`src/rtl/uart_echo_fifo.sv`:
```
// Echo-path buffer between UART RX and TX: bytes captured on RX done are queued in a
// circular FIFO and handed to the transmitter one at a time with a level enable.
module uart_echo_fifo #(
    parameter int DATA_W  = 8,
    parameter int ADDR_W  = 4,
    parameter int GAP_CYC = 2
) (
    input  logic              CLK,
    input  logic              RSTn,
    input  logic [DATA_W-1:0] RX_Data,
    input  logic              RX_Done_Sig,
    input  logic              TX_Done_Sig,
    output logic              TX_En_Sig,
    output logic [DATA_W-1:0] TX_Data,
    output logic [ADDR_W:0]   Fifo_Count,
    output logic              Fifo_Full,
    output logic              Fifo_Empty,
    output logic              Overflow_Flag
);

    localparam int              DEPTH   = 1 << ADDR_W;
    localparam logic [ADDR_W:0] DEPTH_C = {1'b1, {ADDR_W{1'b0}}};
    localparam int              GAP_W   = (GAP_CYC > 1) ? $clog2(GAP_CYC) : 1;

    typedef enum logic [1:0] {S_IDLE, S_LOAD, S_SEND, S_GAP} state_t;

    state_t              r_state;
    state_t              w_state_next;
    logic [DATA_W-1:0]   r_mem [DEPTH];
    logic [DATA_W-1:0]   r_rd_data;
    logic [ADDR_W-1:0]   r_wr_ptr;
    logic [ADDR_W-1:0]   r_rd_ptr;
    logic [ADDR_W:0]     r_count;
    logic [ADDR_W:0]     w_count_next;
    logic                r_full;
    logic                r_empty;
    logic                r_overflow;
    logic                r_tx_en;
    logic [DATA_W-1:0]   r_tx_data;
    logic [GAP_W-1:0]    r_gap_cnt;
    logic                w_pop;
    logic                w_wr_en;

    // A full FIFO can still take a byte in the same cycle a slot is freed by a pop.
    assign w_pop   = (r_state == S_IDLE) && !r_empty;
    assign w_wr_en = RX_Done_Sig && (!r_full || w_pop);

    always_comb begin
        w_count_next = r_count;
        if (w_wr_en && !w_pop)
            w_count_next = r_count + 1'b1;
        else if (!w_wr_en && w_pop)
            w_count_next = r_count - 1'b1;
    end

    always_comb begin
        w_state_next = r_state;
        case (r_state)
            S_IDLE: if (!r_empty) w_state_next = S_LOAD;
            S_LOAD: w_state_next = S_SEND;
            S_SEND: if (TX_Done_Sig) w_state_next = S_GAP;
            S_GAP:  if (r_gap_cnt == GAP_W'(GAP_CYC - 1)) w_state_next = S_IDLE;
            default: w_state_next = S_IDLE;
        endcase
    end

    // The popped byte is captured at the pop edge, before a simultaneous write can reuse its slot.
    always_ff @(posedge CLK) begin
        if (w_wr_en)
            r_mem[r_wr_ptr] <= RX_Data;
        if (w_pop)
            r_rd_data <= r_mem[r_rd_ptr];
    end

    always_ff @(posedge CLK or negedge RSTn) begin
        if (!RSTn) begin
            r_state    <= S_IDLE;
            r_wr_ptr   <= '0;
            r_rd_ptr   <= '0;
            r_count    <= '0;
            r_full     <= 1'b0;
            r_empty    <= 1'b1;
            r_overflow <= 1'b0;
            r_tx_en    <= 1'b0;
            r_tx_data  <= '0;
            r_gap_cnt  <= '0;
        end else begin
            r_state <= w_state_next;
            if (w_wr_en)
                r_wr_ptr <= r_wr_ptr + 1'b1;
            if (w_pop)
                r_rd_ptr <= r_rd_ptr + 1'b1;
            r_count <= w_count_next;
            r_full  <= (w_count_next == DEPTH_C);
            r_empty <= (w_count_next == '0);
            if (RX_Done_Sig && !w_wr_en)
                r_overflow <= 1'b1;
            r_tx_en <= (w_state_next == S_SEND);
            if (r_state == S_LOAD)
                r_tx_data <= r_rd_data;
            if (r_state == S_GAP)
                r_gap_cnt <= r_gap_cnt + 1'b1;
            else
                r_gap_cnt <= '0;
        end
    end

    assign TX_En_Sig     = r_tx_en;
    assign TX_Data       = r_tx_data;
    assign Fifo_Count    = r_count;
    assign Fifo_Full     = r_full;
    assign Fifo_Empty    = r_empty;
    assign Overflow_Flag = r_overflow;

endmodule

```
`config.mk`:
```
export PLATFORM = sky130hd
export DESIGN_NAME = uart_echo_fifo
export DESIGN_NICKNAME = d
export VERILOG_FILES = /design/src/rtl/uart_echo_fifo.sv
export SDC_FILE = /design/constraint.sdc
export NUM_CORES = 1
export LEC_CHECK = 0
export ABC_AREA = 1
export CAP_MARGIN = 20
export CORE_UTILIZATION = 50
export CTS_CLUSTER_SIZE = 14
export DETAILED_ROUTE_END_ITERATION = 10
export GPL_ROUTABILITY_DRIVEN = 0
export PLACE_DENSITY_LB_ADDON = 0.3
export SYNTH_ARGS = -nofsm -noshare
export SYNTH_HDL_FRONTEND = slang
export SYNTH_SLANG_ARGS = --single-unit
```
`constraint.sdc`:
```
create_clock -name CLK -period 2.5 [get_ports CLK]
set_input_delay 0.5 -clock CLK [delete_from_list [all_inputs] [get_ports CLK]]
set_output_delay 0.5 -clock CLK [all_outputs]
set_load 0.05 [all_outputs]
```
==> results by group <==
Outcome
  – Status: finished, final reports clean

Setup path
  – Setup crit end kind: output port
  – Reg2reg setup slack: about 550 ps
  – Crit path cell chain: clkdlybuf4s50_1
  – Crit Reg-Reg Startpoint: r_state[0]
  – Crit-path max cell delay: about 790 ps
  – WP buf/inv: 1
  – Startpoint Class: register
  – Cell family with most CP delay: buffers and inverters
  – Worst Path Required: roughly 2000 ps
  – Critical path fanouts, max: 2
  – Worst EP arrival: 1730 ps
  – Setup crit start: Fifo_Empty
  – Type of the worst setup path: reg2out
  – Crit path max-delay cell type: clkdlybuf4s50_1

Finish
  – Final non-filler cell total: around 760
  – Final Cell Area: 0.00786 mm2
  – # fillers: roughly 980
  – Register Area: around 0.0048 mm2
  – Multi-input logic area: approximately 0.0016 mm2
  – Layout cells sized above 1: 13.4%
  – Diode count: 0
  – Nets@finish: ~600
  – Area delta synth->final: 18.0%

GRT
  – Largest net degree at the start of global routing: 67
  – Initial antenna violation count: 0
  – GRT Residual Overflow: 0
  – Total track usage: between 20% and 30%
  – First-pass GRT wire length: between 20000 and 25000 um
  – Vias in the first global route: 4274

Clock network
  – Num Clock Sinks: between 150 and 200
  – TritonCTS buffer count: 17
  – TritonCTS clock tree: yes
  – CTS root buf: clkbuf_16
  – Post-CTS setup buffer count: 0
  – Worst-Skew Late Latency: about 420 ps
  – CTS Hold Bufs: 0
  – H-tree lvl count: 4
  – CTS resizes: 0
  – Max Root-Sink Buffers: 2
  – Worst-path clk slew: 60 ps

Power
  – Pwr dens: about 1200 mW/mm2
  – Peak VDD IR: 0.581 mV
  – Static Leak: ~2.8 nW

Timing
  – Hold Slack: between 400 and 500 ps
  – Final period util: 89.2%
  – Worst slew margin: roughly 52%
  – Clock skew: 12.0 ps
  – Setup TNS: 0 ps
  – Max Freq: ~0.45 GHz
  – Max-slew violation count: 0
  – Worst Tran Pin Value: roughly 730 ps
  – Final hold violation count: 0
  – Setup Viol. Count Final: 0
  – Period minus WS final: ~2200 ps
  – RSZ-0062 raised after global routing: false

Synthesis
  – Top FF cell, synth: edfxtp_1
  – #FFs+latches synth: between 150 and 200
  – Seq/Total Area, Yosys: 71.9%
  – Asr flop ratio synth: about 17%
  – EDFF count, synth: 136
  – Synthesized instance count: between 500 and 600
  – Synth Area per Inst: 12.9 um2
  – Synth unique cells: 31
  – Mapped cell area: between 0.006 and 0.007 mm2
  – Synth warn: 0
  – Post-Syn Nets: 535

Worst hold path
  – Hold crit path type: in2async

Floorplanning
  – Cell Rows: between 40 and 50
  – # IOs: 29
  – Core footprint: roughly 0.013 mm2
  – Starting Density: slightly above 50%
  – Die W: approximately 120 um
  – Die Footprint: between 0.01 and 0.015 mm2
  – Die height: 117 um

Routing
  – Total wire length: 14500 um
  – Routed Antenna Nets: 0
  – Pre-Repair DR Iteration Count: 5
  – Routed WL per cell: 19.2 um
  – First DRT Iteration DRCs: 462
  – Residual DRC: 0
  – Detailed-route via count: between 4000 and 5000
  – Vias/cell: 5.69

Placed design
  – Post-DP HPWL: about 9400 um
  – IO Port Bufs: 28
  – Dpl cells: a little over 700
  – Area post-placement: between 0.007 and 0.008 mm2

Job
  – Max_cap viols: 0
==> per-layer routing <==
| layer | GRT usage (%) | share of wire [%] | vias to the layer above | wire, um |
|---|---|---|---|---|
| met3 | 6.42 | 7.5 | 27 | 1090 |
| met2 | 35.1 | 47 | 208 | 6890 |
| met4 | 8.12 | 1.9 | 0 | 274 |
| met5 | 0 | 0 | - | 0 |
| met1 | 30.2 | 43 | 2088 | 6270 |
| li1 | - | - | 1974 | - |
==> synthesized netlist by cell type (3+ instances only) <==
| master | number | area [um2] |
|---|---|---|
| mux2_2 | 8 | 90.1 |
| nor2_1 | 95 | 357 |
| o21ai_0 | 57 | 285 |
| nand2_1 | 46 | 173 |
| o22ai_1 | 7 | 43.8 |
| o21ai_1 | 10 | 50.1 |
| nand4_1 | 3 | 18.8 |
| nand3_1 | 16 | 80.1 |
| buf_2 | 3 | 15.0 |
| xor2_1 | 9 | 78.8 |
| inv_2 | 3 | 11.3 |
| o221ai_1 | 19 | 166 |
| ha_1 | 7 | 87.6 |
| clkbuf_1 | 12 | 45.0 |
| buf_6 | 4 | 45.0 |
| inv_1 | 21 | 78.8 |
| edfxtp_1 | 136 | 4080 |
| buf_4 | 3 | 22.5 |
| o211ai_1 | 15 | 113 |
| dfrtp_1 | 27 | 676 |
==> metrics by stage <==
step                      setup WS [ps]  utilization, %  power (mW)
after detailed placement            265            56.7        7.21
after floorplan                     631               -        6.15
after global routing                210            61.3        10.3
after CTS                           247            61.3        9.79
after global placement              287            56.7        7.10
final                               269            61.3        9.76
==> logic make-up after synthesis <==
kind of cell             count (synthesis)  synth area share [%]
AO/OA/AOI/OAI                          110                  10.1
XOR/XNOR                                 9                  1.18
adder cells (fa/ha/maj)                  7                  1.31
buffers and inverters                   50                  3.49
flip-flops                             164                  71.9
multiplexers                             8                  1.35
AND/OR/NAND/NOR                        168                  10.7
==> layout make-up <==
| type | count | area share (%) |
|---|---|---|
| flip-flops and latches | 164 | 60.9 |
| inverters | 26 | 1.24 |
| clock buffers | 18 | 5.46 |
| well taps | 172 | 2.74 |
| clock inverters | 14 | 2.07 |
| repair buffers | 59 | 6.69 |
| multi-input cells | 302 | 20.9 |
==> cell usage in the layout, fill, tap and decap left out, drive strengths merged <==
master	count
edfxtp	136
nor2	96
o21ai	67
nand2	48
buf	31
clkdlybuf4s50	28
dfrtp	27
inv	24
o221ai	19
clkbuf	18
nand3	18
o211ai	15
xor2	9
clkinv	9
mux2	8
o22ai	7
ha	7
clkinvlp	4
nand4	3
bufinv	3
nand3b	2
dfstp	1
or2	1
a31oi	1
o21bai	1
==> final timing paths <==
path | to | depth (start not counted)
setup / recovery | Fifo_Empty | 1
hold / removal | r_wr_ptr[2] | 2
setup reg to reg | r_mem[0][1] | 8
hold reg to reg | TX_Data[7] | 1
max in group asynchronous | Fifo_Empty | 2
min in group CLK | TX_Data[7] | 1
==> report_power, final <==
group | total (mW) | switching [mW] | internal [mW]
sequential | 3.80 | 0.288 | 3.51
combinational | 3.38 | 2.29 | 1.09
clock | 2.58 | 1.02 | 1.56
total | 9.76 | 3.60 | 6.16
==> state kept, by name (all words and copies together), names as in the netlist, 2 cells and up <==
signal / cells
Fifo_Count: 5
r_mem: 128
r_rd_data: 8
r_wr_ptr: 4
r_state: 2
TX_Data: 8
r_rd_ptr: 4
Note: power is estimated with default switching activity, not from simulation.
